===== src/rtl/if_fetch_ctrl_if.sv =====
// Instruction-memory request/acknowledge bundle.
// One request outstanding at a time; the fetch controller is the master.
interface if_fetch_ctrl_if;
    logic        imem_req;
    logic [31:0] imem_addr;
    logic        imem_ack;
    logic [31:0] imem_rdata;

    modport master (
        output imem_req,
        output imem_addr,
        input  imem_ack,
        input  imem_rdata
    );

    modport slave (
        input  imem_req,
        input  imem_addr,
        output imem_ack,
        output imem_rdata
    );
endinterface


===== src/rtl/if_fetch_ctrl.sv =====
// Fetch sequencer: owns the fetch PC, runs the imem handshake,
// buffers instructions in a 2-entry FIFO and handles redirects.
module if_fetch_ctrl #(
    parameter logic [31:0] RESET_PC = 32'h0000_0000,
    parameter logic [31:0] NOP_INST = 32'h0000_0013
) (
    input  logic                  clk,
    input  logic                  rst_n,
    input  logic                  fetch_en_i,
    input  logic                  redirect_valid_i,
    input  logic [31:0]           redirect_pc_i,
    if_fetch_ctrl_if.master       imem,
    output logic                  if_valid_o,
    output logic [31:0]           if_inst_o,
    output logic [31:0]           if_pc_o,
    output logic [31:0]           if_pc4_o,
    input  logic                  id_ready_i,
    output logic [31:0]           bubble_cnt_o
);

    typedef enum logic {
        S_RUN,
        S_DISCARD
    } state_e;

    state_e      state_q;
    state_e      state_d;

    logic        req_q;
    logic        req_d;
    logic [31:0] addr_q;
    logic [31:0] addr_d;
    logic [31:0] fetch_pc_q;
    logic [31:0] fetch_pc_d;
    logic [1:0]  cnt_q;
    logic [1:0]  cnt_d;
    logic        wr_ptr_q;
    logic        rd_ptr_q;
    logic [31:0] inst_q [2];
    logic [31:0] pc_q   [2];
    logic [31:0] bubble_q;

    logic        ack;
    logic        outstanding;
    logic        discard;
    logic        push;
    logic        pop;
    logic        launch;
    logic        head_valid;
    logic        bubble;

    assign ack         = req_q & imem.imem_ack;
    assign outstanding = req_q & ~imem.imem_ack;
    assign head_valid  = (cnt_q != 2'd0);

    // State register
    always_ff @(posedge clk or negedge rst_n) begin
        if (!rst_n) begin
            state_q <= S_RUN;
        end else begin
            state_q <= state_d;
        end
    end

    // Next state: a redirect with the request still open must eat its reply
    always_comb begin
        state_d = state_q;
        unique case (state_q)
            S_RUN: begin
                if (redirect_valid_i && outstanding) begin
                    state_d = S_DISCARD;
                end
            end
            S_DISCARD: begin
                if (!outstanding) begin
                    state_d = S_RUN;
                end
            end
            default: state_d = S_RUN;
        endcase
    end

    // Outputs of the FSM
    always_comb begin
        discard = 1'b0;
        unique case (state_q)
            S_RUN:     discard = 1'b0;
            S_DISCARD: discard = 1'b1;
            default:   discard = 1'b0;
        endcase
    end

    assign push = ack & ~discard & ~redirect_valid_i;
    assign pop  = head_valid & id_ready_i & ~redirect_valid_i;

    always_comb begin
        cnt_d = cnt_q + {1'b0, push} - {1'b0, pop};
        if (redirect_valid_i) begin
            cnt_d = 2'd0;
        end
    end

    always_comb begin
        fetch_pc_d = fetch_pc_q;
        if (redirect_valid_i) begin
            fetch_pc_d = redirect_pc_i & ~32'h3;
        end else if (push) begin
            fetch_pc_d = addr_q + 32'd4;
        end
    end

    // Launch looks at the post-update count and PC so zero-wait memory streams
    assign launch = (cnt_d < 2'd2) & fetch_en_i & ~outstanding;

    always_comb begin
        req_d  = launch | outstanding;
        addr_d = launch ? fetch_pc_d : addr_q;
    end

    always_ff @(posedge clk or negedge rst_n) begin
        if (!rst_n) begin
            req_q      <= 1'b0;
            addr_q     <= RESET_PC;
            fetch_pc_q <= RESET_PC;
            cnt_q      <= 2'd0;
        end else begin
            req_q      <= req_d;
            addr_q     <= addr_d;
            fetch_pc_q <= fetch_pc_d;
            cnt_q      <= cnt_d;
        end
    end

    always_ff @(posedge clk or negedge rst_n) begin
        if (!rst_n) begin
            wr_ptr_q  <= 1'b0;
            rd_ptr_q  <= 1'b0;
            inst_q[0] <= NOP_INST;
            inst_q[1] <= NOP_INST;
            pc_q[0]   <= 32'd0;
            pc_q[1]   <= 32'd0;
        end else if (redirect_valid_i) begin
            wr_ptr_q <= 1'b0;
            rd_ptr_q <= 1'b0;
        end else begin
            if (push) begin
                inst_q[wr_ptr_q] <= imem.imem_rdata;
                pc_q[wr_ptr_q]   <= addr_q;
                wr_ptr_q         <= ~wr_ptr_q;
            end
            if (pop) begin
                rd_ptr_q <= ~rd_ptr_q;
            end
        end
    end

    assign bubble = fetch_en_i & id_ready_i & ~head_valid;

    always_ff @(posedge clk or negedge rst_n) begin
        if (!rst_n) begin
            bubble_q <= 32'd0;
        end else if (bubble && (bubble_q != 32'hFFFF_FFFF)) begin
            bubble_q <= bubble_q + 32'd1;
        end
    end

    assign imem.imem_req  = req_q;
    assign imem.imem_addr = addr_q;

    assign if_valid_o   = head_valid;
    assign if_inst_o    = head_valid ? inst_q[rd_ptr_q] : NOP_INST;
    assign if_pc_o      = head_valid ? pc_q[rd_ptr_q] : 32'd0;
    assign if_pc4_o     = if_pc_o + 32'd4;
    assign bubble_cnt_o = bubble_q;

endmodule


===== src/flat_wrapper.sv =====
// flat-port wrapper written by rule: the top's interface ports become plain ports
module if_fetch_ctrl_flat 
#(
    parameter logic [31:0] RESET_PC = 32'h0000_0000,
    parameter logic [31:0] NOP_INST = 32'h0000_0013
)
  (clk, rst_n, fetch_en_i, redirect_valid_i, redirect_pc_i, if_valid_o, if_inst_o, if_pc_o, if_pc4_o, id_ready_i, bubble_cnt_o, imem_imem_req, imem_imem_addr, imem_imem_ack, imem_imem_rdata);
  if_fetch_ctrl_if imem_i ();
  input  logic clk;
  input  logic rst_n;
  input  logic fetch_en_i;
  input  logic redirect_valid_i;
  input  logic [31:0] redirect_pc_i;
  output logic if_valid_o;
  output logic [31:0] if_inst_o;
  output logic [31:0] if_pc_o;
  output logic [31:0] if_pc4_o;
  input  logic id_ready_i;
  output logic [31:0] bubble_cnt_o;
  output wire logic [$bits(imem_i.imem_req)-1:0] imem_imem_req;
  output wire logic [$bits(imem_i.imem_addr)-1:0] imem_imem_addr;
  input wire logic [$bits(imem_i.imem_ack)-1:0] imem_imem_ack;
  input wire logic [$bits(imem_i.imem_rdata)-1:0] imem_imem_rdata;
  assign imem_imem_req = imem_i.imem_req;
  assign imem_imem_addr = imem_i.imem_addr;
  assign imem_i.imem_ack = imem_imem_ack;
  assign imem_i.imem_rdata = imem_imem_rdata;
  if_fetch_ctrl #(.RESET_PC(RESET_PC), .NOP_INST(NOP_INST)) u_core (.clk(clk), .rst_n(rst_n), .fetch_en_i(fetch_en_i), .redirect_valid_i(redirect_valid_i), .redirect_pc_i(redirect_pc_i), .imem(imem_i), .if_valid_o(if_valid_o), .if_inst_o(if_inst_o), .if_pc_o(if_pc_o), .if_pc4_o(if_pc4_o), .id_ready_i(id_ready_i), .bubble_cnt_o(bubble_cnt_o));
endmodule

===== config.mk =====
export PLATFORM = sky130hd
export DESIGN_NAME = if_fetch_ctrl_flat
export DESIGN_NICKNAME = d
export VERILOG_FILES = /design/src/rtl/if_fetch_ctrl_if.sv /design/src/rtl/if_fetch_ctrl.sv /design/src/flat_wrapper.sv
export SDC_FILE = /design/constraint.sdc
export NUM_CORES = 1
export LEC_CHECK = 0
export BUFFER_PORTS_ARGS = -buffer_cell sky130_fd_sc_hd__buf_4
export CELL_PAD_IN_SITES_DETAIL_PLACEMENT = 2
export CELL_PAD_IN_SITES_GLOBAL_PLACEMENT = 2
export CORE_MARGIN = 4
export CORE_UTILIZATION = 38
export CTS_BUF_LIST = sky130_fd_sc_hd__clkbuf_8 sky130_fd_sc_hd__clkbuf_16
export CTS_CLUSTER_DIAMETER = 100
export DETAILED_ROUTE_END_ITERATION = 10
export GPL_TIMING_DRIVEN = 0
export PLACE_DENSITY = 0.94
export SYNTH_ARGS = -nofsm -noshare
export SYNTH_HDL_FRONTEND = slang
export SYNTH_SLANG_ARGS = --single-unit

===== constraint.sdc =====
create_clock -name clk -period 10.1 [get_ports clk]
set_input_delay 2.525 -clock clk [delete_from_list [all_inputs] [get_ports clk]]
set_output_delay 2.525 -clock clk [all_outputs]
set_load 0.01 [all_outputs]

Word-level counts from Yosys, hierarchy flattened:

Cells that the tools add are included.

* register bits: 230
* input bits: 70
* output and inout bits: 162

* bitwise gates (word level): 21
* reductions and logical operators: 7
* $lt $le $gt $ge: 4
* add/subtract/negate cells: 5
* muxes and demuxes: 23
* equality and inequality tests: 1

Operators with widths (count)
* two-way mux 32 bit: 11
* bitwise mux 64 bit: 2
* adder 32 x 3 -> 32 bit, second input constant: 2
* adder 32 x 1 -> 32 bit, second input constant: 1
* demux 32 bit (select 1 bit): 1
* != test 32 bit, second input constant: 1
* AND 1 bit: 10
* inverter 1 bit: 8
* two-way mux 1 bit: 6
* nonzero test 2 bit: 3
* >= comparator 2 bit, second input constant: 2
* inverter 1 -> 2 bit: 2
* one-hot mux 1 bit (2 select lines): 2
* logical AND 1 bit: 3
* adder 2 x 1 -> 2 bit: 1
* < comparator 2 x 1 -> 1 bit, second input constant: 1
* < comparator 2 bit, second input constant: 1
* two-way mux 2 bit: 1
* AND reduction 2 bit: 1
* subtractor 2 x 1 -> 2 bit: 1
* bitwise OR 1 bit: 1

Longest topological paths before layout:

Gate-level depths: netlist (run 1).

* word-level depth: 12
* depth in mapped cells: 15

Worst setup path after synthesis (run 1):

Ideal clock, no wire load.

* path type: reg-to-output
* from: reg u_core.rd_ptr_q
* to: out if_pc4_o[20]
* path slack: 4.571 ns
* arrival: 3.004 ns
* required time: 7.575 ns
* cell stages (with the launch flop): 13
* buffers on the path: 4
* cell sequence: dfrtp_1 -> buf_4 -> buf_4 -> buf_2 -> buf_2 -> mux2i_1 -> nor2_1 -> ha_1 -> nand4b_1 -> a211oi_2 -> nand4_2 -> nor4_2 -> xor2_1

* cells in the longest elaborated chain, start to end: 6

Ends and longest elaborated chain
* start, declared: RTL line if_fetch_ctrl.sv:38 `logic rd_ptr_q;`
* start signal, assigned: RTL line if_fetch_ctrl.sv:152 `rd_ptr_q <= ~rd_ptr_q;`
* inverter 1 -> 2 bit (not written as such): RTL line if_fetch_ctrl.sv:172 `assign if_pc_o = head_valid ? pc_q[rd_ptr_q] : 32'd0;`
* two-way mux 32 bit (not written as such) (3 in series): RTL line if_fetch_ctrl.sv:172
* two-way mux 32 bit: RTL line if_fetch_ctrl.sv:172
* net if_pc_o[3]: RTL line flat_wrapper.sv:16 `output logic [31:0] if_pc_o;`
* adder 32 x 3 -> 32 bit: RTL line if_fetch_ctrl.sv:173 `assign if_pc4_o = if_pc_o + 32'd4;`
* end, declared: RTL line flat_wrapper.sv:17 `output logic [31:0] if_pc4_o;`

The timed path passes the listed nets, and every way through them passes these cells. The select of a mux whose other input is x is not followed.

Final worst setup path (run 1):

* from: reg u_core.cnt_q[1]
* to: out if_pc4_o[24]

* cells in the longest elaborated chain, start to end: 3

Ends and longest elaborated chain
* start, declared: RTL line if_fetch_ctrl.sv:35 `logic [1:0] cnt_q;`
* start signal, assigned: RTL line if_fetch_ctrl.sv:130 `cnt_q <= cnt_d;`
* nonzero test 2 bit: RTL line if_fetch_ctrl.sv:54 `assign head_valid = (cnt_q != 2'd0);`
* two-way mux 32 bit: RTL line if_fetch_ctrl.sv:172
* adder 32 x 3 -> 32 bit: RTL line if_fetch_ctrl.sv:173

No other way between the ends.

==> results.json, run 1 <==
{
  "outcome": "finished clean",
  "stdcell_area_um2": 15000,
  "die_y_um": 185,
  "dominantRegCellSynth": "sky130_fd_sc_hd__dfrtp_1",
  "place_congestion": 0.837,
  "dpl-instance-area_um2": 14100,
  "worstSetupPathDepth": 13,
  "layout-drive-gt1-share_pct": 35.3,
  "cts_tree": "built",
  "worst_hold_path_type": "reg -> reg",
  "dp_hpwl_um": 34100,
  "antenna_found_initial": 0,
  "floorplan.core_area_um2": 30700,
  "syn_area_per_cell_um2": 10.8,
  "vias_per_cell": 5.89,
  "critical_path.top_delay_family": "buffers and inverters",
  "yosys_register_bits": 230,
  "fp.dieW_um": 185,
  "highest_cell_delay_on_the_worst_timing_path_ns": 0.63,
  "clk_pin_slew_worst_paths_ns": 0.07,
  "leakage_uw": 0.00680,
  "globalRouteTotalUtil_pct": 29.0,
  "maximum_buffer_depth_of_the_clock_tree": 3,
  "antenna-diode-count": 0,
  "grt_overflow_total": 0,
  "grt_setup_unrepaired": "false",
  "seq_area_frac_synth_pct": 48.5,
  "cp.arrival_ns": 5.14,
  "clock_tree.root_cell": "sky130_fd_sc_hd__clkbuf_16",
  "critical_path.n_buffers_inverters": 5,
  "route.antenna.remaining_nets": 0,
  "post-route-min-period_ns": 7.67,
  "cp-start-kind": "flip-flop",
  "slew_violations": 0,
  "total_power_divided_by_cell_area_nw_per_um2": 238,
  "path_class": "reg -> out",
  "critical_path_cell_by_cell": "nor2_1 > buf_2 > clkbuf_1 > clkbuf_1 > clkbuf_1 > nor2_1 > ha_1 > nand4b_1 > a211oi_2 > nand4_2 > nor2_1 > xor2_1 > buf_4",
  "report.final.hold_viol_count": 0,
  "global_route_wire_length_before_repair_um": 76200,
  "fillers": 3118,
  "max-slew-margin-rel_pct": 35.4,
  "library_cell_contributing_the_largest_single_delay_on_the_critical_path": "sky130_fd_sc_hd__clkbuf_1",
  "postSynth.asyncResetShare_pct": 100,
  "drt_first_iter_violations": 658,
  "die_area_um2": 34100,
  "drt_drc_violations_left": 0,
  "cp.required_ns": 7.58,
  "worst_pin_slew_ns": 0.960,
  "final.period_utilization_pct": 75.9,
  "portBuffers": 229,
  "max-vdd-ir-drop_mv": 0.120,
  "via_count": 10500,
  "setup-tns-final_ns": 0,
  "clock_latency_ns": 0.55,
  "finalSetupViolCount": 0,
  "postCtsSetupBuffers": 0,
  "crit_path_max_fanout": 10,
  "via_count_of_the_first_global_routing_pass": 12000,
  "final.setup_skew_ns": 0.0144,
  "cts.repair.resized": 0,
  "fin_nets": 1436,
  "synthesis.instances": 1101,
  "drtPass1Iterations": 5,
  "grt_max_degree": 109,
  "numCtsBuffers": 27,
  "syn-cell-area_um2": 11900,
  "synth-edff-count": 0,
  "maxCapViolCount": 0,
  "synth_cell_types": 73,
  "setup.worst_path.end_class": "output port",
  "start_util_pct": 38.7,
  "floorplan.rows": 64,
  "worst_r2r_path_depth": 15,
  "synth-warning-count": 0,
  "avgRoutedWirePerCell_um": 28.6,
  "syn2layout_area_growth_pct": 26.3,
  "floorplan.io_pins": 232,
  "holdBufCountCts": 0,
  "cts_num_sinks": 230,
  "synth_nets": 1176,
  "ctsHtreeMaxLevel": 1,
  "routed_wl_um": 50800,
  "fmax_mhz": 130,
  "whs_path_depth": 1
}
-- kinds of logic after synthesis --
group	Yosys count	synth area share (%)
adder cells (fa/ha/maj)	5	0.527
multiplexers	207	19.0
AO/OA/AOI/OAI	127	7.36
buffers and inverters	88	3.37
XOR/XNOR	77	5.80
flip-flops	230	48.5
AND/OR/NAND/NOR	367	15.5
-- placed cells by master (no fill, tap or decap), drive strengths merged, types with 15 or more instances in the layout --
master	instances
buf	274
dfrtp	224
mux2	139
nor2	117
nand2	99
mux2i	68
clkbuf	59
xor2	38
xnor2	38
nand3	38
o21ai	36
nand4	31
inv	27
a21oi	23
nor3	17
nor4	15
-- through the flow --
stage	setup slack, ns	util [%]	hold WS [ns]	total power, µW	std cells
after CTS	2.54	48.9	0.507	3570	1776
after floorplan	4.57	-	0.450	2010	1101
after detailed placement	3.19	46.1	0.491	2570	1728
after global routing	2.31	48.9	0.522	3730	1776
final	2.43	48.9	0.509	3570	1776
after global placement	3.31	45.9	0.475	2440	1726
-- routing by layer --
layer	part of all wire, %	global-route usage [%]
met5	0	0
met2	51	50.8
met4	4.9	13.8
met3	5.8	5.17
met1	39	34.4
-- power breakdown --
part,total [µW],internal (µW),leakage (µW),switching (µW)
Sequential,1480,1210,0.00286,269
Clock,953,536,0.000447,416
Combinational,1150,513,0.00349,632
Total,3570,2260,0.00680,1320
-- flip-flops by register name, indices dropped and copies added (netlist names) --
register,cells
u_core.inst_q,64
u_core.pc_q,64
u_core.bubble_cnt_o,32
u_core.fetch_pc_q,32
u_core.imem.imem_addr,32
u_core.cnt_q,2
u_core.imem.imem_req,1
u_core.rd_ptr_q,1
u_core.state_q,1
u_core.wr_ptr_q,1
-- path summary, 6_finish.rpt --
| check | start | slack, ns | to |
|---|---|---|---|
| min in group asynchronous | rst_n | 1.83 | u_core.imem.imem_addr[24] |
| min | u_core.bubble_cnt_o[27] | 0.51 | u_core.bubble_cnt_o[27] |
| max | u_core.cnt_q[1] | 2.43 | if_pc4_o[24] |
| max reg2reg | u_core.cnt_q[1] | 4.86 | u_core.imem.imem_addr[21] |
| max in group asynchronous | rst_n | 6.91 | u_core.inst_q[25] |
| min reg2reg | u_core.bubble_cnt_o[27] | 0.51 | u_core.bubble_cnt_o[27] |
-- synth_stat cells, types with 5 or more instances --
master,count,area share [%]
sky130_fd_sc_hd__inv_1,20,0.63
sky130_fd_sc_hd__xnor2_1,38,2.8
sky130_fd_sc_hd__a211oi_2,6,0.63
sky130_fd_sc_hd__buf_2,31,1.3
sky130_fd_sc_hd__o221ai_1,5,0.37
sky130_fd_sc_hd__a21oi_1,23,0.97
sky130_fd_sc_hd__nand4_1,28,1.5
sky130_fd_sc_hd__dfrtp_1,224,47
sky130_fd_sc_hd__nor3_1,16,0.67
sky130_fd_sc_hd__ha_1,5,0.53
sky130_fd_sc_hd__a31oi_1,6,0.32
sky130_fd_sc_hd__mux2i_1,68,5.7
sky130_fd_sc_hd__nand3_1,37,1.6
sky130_fd_sc_hd__nor4_2,7,0.74
sky130_fd_sc_hd__nor4_1,7,0.37
sky130_fd_sc_hd__nor2_1,116,3.7
sky130_fd_sc_hd__mux2_2,138,13
sky130_fd_sc_hd__and3_1,7,0.37
sky130_fd_sc_hd__buf_1,5,0.16
sky130_fd_sc_hd__buf_4,6,0.38
sky130_fd_sc_hd__nor2b_1,7,0.37
sky130_fd_sc_hd__o21ai_0,36,1.5
sky130_fd_sc_hd__a211oi_1,5,0.32
sky130_fd_sc_hd__nand3b_1,9,0.57
sky130_fd_sc_hd__dfstp_2,6,1.3
sky130_fd_sc_hd__clkbuf_1,24,0.76
sky130_fd_sc_hd__xor2_1,38,2.8
sky130_fd_sc_hd__o2bb2ai_1,5,0.37
sky130_fd_sc_hd__and2_1,5,0.26
sky130_fd_sc_hd__nand2_1,99,3.1
-- cell type report --
cell class / count / area [µm²] / area share [%]
sequential: 230 / 5760 / 38.4
multi-input combinational: 783 / 5710 / 38.1
clock inverter: 14 / 73.8 / 0.492
inverter: 20 / 75.1 / 0.501
tap: 396 / 495 / 3.30
timing repair buffer: 231 / 1780 / 11.9
clock buffer: 34 / 772 / 5.15
buffer: 68 / 325 / 2.17
(Power assumes the default switching activity.)
==> run 2: changes to the inputs <==
--- a/config.mk
+++ b/config.mk
@@ -5,16 +5,17 @@
 export SDC_FILE = /design/constraint.sdc
 export NUM_CORES = 1
 export LEC_CHECK = 0
+export ABC_AREA = 1
 export BUFFER_PORTS_ARGS = -buffer_cell sky130_fd_sc_hd__buf_4
 export CELL_PAD_IN_SITES_DETAIL_PLACEMENT = 2
 export CELL_PAD_IN_SITES_GLOBAL_PLACEMENT = 2
 export CORE_MARGIN = 4
-export CORE_UTILIZATION = 38
+export CORE_UTILIZATION = 32
 export CTS_BUF_LIST = sky130_fd_sc_hd__clkbuf_8 sky130_fd_sc_hd__clkbuf_16
 export CTS_CLUSTER_DIAMETER = 100
 export DETAILED_ROUTE_END_ITERATION = 10
 export GPL_TIMING_DRIVEN = 0
-export PLACE_DENSITY = 0.94
+export PLACE_DENSITY = 0.9
 export SYNTH_ARGS = -nofsm -noshare
 export SYNTH_HDL_FRONTEND = slang
 export SYNTH_SLANG_ARGS = --single-unit
==> constraint.sdc (replaced) <==
create_clock -name clk -period 7.86 [get_ports clk]
set_input_delay 1.965 -clock clk [delete_from_list [all_inputs] [get_ports clk]]
set_output_delay 1.965 -clock clk [all_outputs]
set_load 0.01 [all_outputs]
==> results.json, run 2 <==
{
  "syn-cell-area_um2": 12500,
  "fmax_mhz": 186,
  "fp.dieW_um": 206,
  "grt_max_degree": 118,
  "worst_slack_setup_final_ns": 2.50,
  "via_count": 13400,
  "global_route_wire_length_before_repair_um": 94200,
  "whs_path_depth": 2,
  "maximum_buffer_depth_of_the_clock_tree": 3,
  "drtPass1Iterations": 5,
  "leakage_uw": 0.00775,
  "drt_first_iter_violations": 932,
  "seq_area_frac_synth_pct": 46.1,
  "globalRouteTotalUtil_pct": 28.8,
  "floorplan.core_area_um2": 38600,
  "hold_path_startpoint": "u_core.fetch_pc_q[6]",
  "vias_per_cell": 5.32,
  "cp.arrival_ns": 3.40,
  "ctsHtreeMaxLevel": 1,
  "total_power_divided_by_cell_area_nw_per_um2": 282,
  "avgRoutedWirePerCell_um": 24.7,
  "routed_wl_um": 62300,
  "synth_top_cells_by_count": "sky130_fd_sc_hd__nand2_1, sky130_fd_sc_hd__dfrtp_1, sky130_fd_sc_hd__nor2_1, sky130_fd_sc_hd__o21ai_0, sky130_fd_sc_hd__inv_1",
  "dpl-instance-area_um2": 14900,
  "highest_count_cells_in_the_layout_ignoring_fill_and_taps": "sky130_fd_sc_hd__nand2_1, sky130_fd_sc_hd__buf_4, sky130_fd_sc_hd__dfrtp_1",
  "worst_pin_slew_ns": 0.757,
  "route.antenna.remaining_nets": 0,
  "synth-edff-count": 0,
  "cts.repair.resized": 0,
  "worst_r2r_path_depth": 17,
  "start_util_pct": 32.4,
  "final.period_utilization_pct": 68.2,
  "worst_r2r_startpoint": "u_core.cnt_q[1]",
  "max-slew-margin-rel_pct": 49.5,
  "synth-warning-count": 0,
  "fillers": 4464,
  "maxCapViolCount": 0,
  "synth_area_leader_cell": "sky130_fd_sc_hd__dfrtp_1",
  "cts_num_sinks": 230,
  "hold-path-endpoint": "u_core.fetch_pc_q[6]",
  "worst_hold_path_type": "reg -> reg",
  "grt_overflow_total": 0,
  "biggestRegsByFlops": "u_core.inst_q (64), u_core.pc_q (64)",
  "clk_pin_slew_worst_paths_ns": 0.06,
  "postSynth.asyncResetShare_pct": 100,
  "clock_latency_ns": 0.55,
  "synth_nets": 1793,
  "yosysTopAreaCellShare_pct": 44.8,
  "critical_path.reg2reg.endpoint": "u_core.imem.imem_addr[8]",
  "setup.reg_to_reg.worst_slack_ns": 4.31,
  "setup-tns-final_ns": 0,
  "portBuffers": 229,
  "die_y_um": 206,
  "path_class": "reg -> out",
  "yosys_register_bits": 230,
  "postCtsSetupBuffers": 0,
  "timing.hold.ws_ns": 0.483,
  "cp.required_ns": 5.89,
  "dp_hpwl_um": 42100,
  "critical_path_cell_by_cell": "nor2_4 > buf_6 > nor2_1 > o21ai_2 > inv_1 > ha_1 > nand3_1 > nor2_2 > nand2_1 > xor2_1 > buf_4",
  "critical_path.top_delay_family": "simple AND/OR/NAND/NOR gates",
  "report.final.hold_viol_count": 0,
  "setup.worst_path.end_class": "output port",
  "floorplan.io_pins": 232,
  "final.setup_skew_ns": 0.0148,
  "dominantRegCellSynth": "sky130_fd_sc_hd__dfrtp_1",
  "stdcell_area_um2": 15900,
  "yosysMostFrequentCell": "sky130_fd_sc_hd__nand2_1",
  "most_common_library_cell_in_the_layout_ignoring_fill_and_taps": "sky130_fd_sc_hd__nand2_1",
  "via_count_of_the_first_global_routing_pass": 15200,
  "numCtsBuffers": 28,
  "library_cell_contributing_the_largest_single_delay_on_the_critical_path": "sky130_fd_sc_hd__dfrtp_1",
  "clock_tree.root_cell": "sky130_fd_sc_hd__clkbuf_16",
  "fin_nets": 2054,
  "crit_path_max_fanout": 10,
  "slew_violations": 0,
  "floorplan.rows": 72,
  "holdBufCountCts": 0,
  "cp-start-kind": "flip-flop",
  "worstSetupPathDepth": 11,
  "highest_cell_delay_on_the_worst_timing_path_ns": 0.42,
  "synthesis.instances": 1718,
  "place_congestion": 0.876,
  "cts_tree": "built",
  "post-route-min-period_ns": 5.36,
  "die_area_um2": 42300,
  "drt_drc_violations_left": 0,
  "grt_setup_unrepaired": "false",
  "syn_area_per_cell_um2": 7.28,
  "dp_worst_setup_slack_ns": 2.62,
  "layout-drive-gt1-share_pct": 19.2,
  "critical_path.n_buffers_inverters": 3,
  "total_power_uw": 4480,
  "outcome": "finished clean",
  "synth_cell_types": 37,
  "finalSetupViolCount": 0,
  "max-vdd-ir-drop_mv": 0.168,
  "syn2layout_area_growth_pct": 27.0,
  "yosys-top-cells-area": "sky130_fd_sc_hd__dfrtp_1, sky130_fd_sc_hd__nand2_1, sky130_fd_sc_hd__o21ai_0, sky130_fd_sc_hd__nor2_1, sky130_fd_sc_hd__inv_1",
  "antenna_found_initial": 1,
  "startpoint_of_the_most_critical_setup_path": "u_core.cnt_q[1]"
}
-- run 2: cell type report --
cell class                      count  area [µm²]  area share, %
Timing Repair Buffer              231        1780           11.2
Multi-Input combinational cell   1261        5800           36.5
Clock inverter                     16         130          0.819
Antenna cell                        2        5.00         0.0315
Buffer                             70         360           2.27
Inverter                          157         589           3.71
Sequential cell                   230        5760           36.3
Tap cell                          518         648           4.08
Clock buffer                       35         808           5.09
-- run 2: cells by family after synthesis --
group / synth area share [%]
flops: 46.1
buf+inv: 7.59
simple gates: 33.2
compound gates: 9.72
fa+ha+maj: 0.500
xor+xnor: 2.94
-- run 2: worst min-delay path, cell delays in order, from the launching register on --
cell and delay [ns]:
sky130_fd_sc_hd__dfrtp_1 0.32, sky130_fd_sc_hd__a211oi_1 0.08, sky130_fd_sc_hd__inv_1 0.05
-- run 2: metrics by stage --
stage               util [%]  instances
global placement        38.5       2465
finish                  41.1       2520
floorplan                  -       1718
detailed placement      38.7       2467
CTS                     41.1       2518
global route            41.1       2519
-- run 2: power breakdown --
part	switching [µW]	internal, µW
clock network	568	788
registers	317	1500
logic	861	446
total	1750	2740
-- run 2: worst max path at each step --
stage | end | slack, ns
after floorplan | u_core.imem.imem_addr[14] | 3.73
after global placement | u_core.imem.imem_addr[15] | 2.79
after detailed placement | u_core.imem.imem_addr[8] | 2.62
after CTS | if_pc4_o[18] | 2.50
after global routing | if_pc4_o[18] | 2.27
final | if_pc4_o[18] | 2.50
-- run 2: layer usage --
layer	vias to the layer above	track usage, %	wire, µm
met5	-	0	0
met4	0	9.52	2220
met3	145	4.21	3130
met2	453	50.3	31000
met1	6903	36.6	25900
li1	5907	-	-
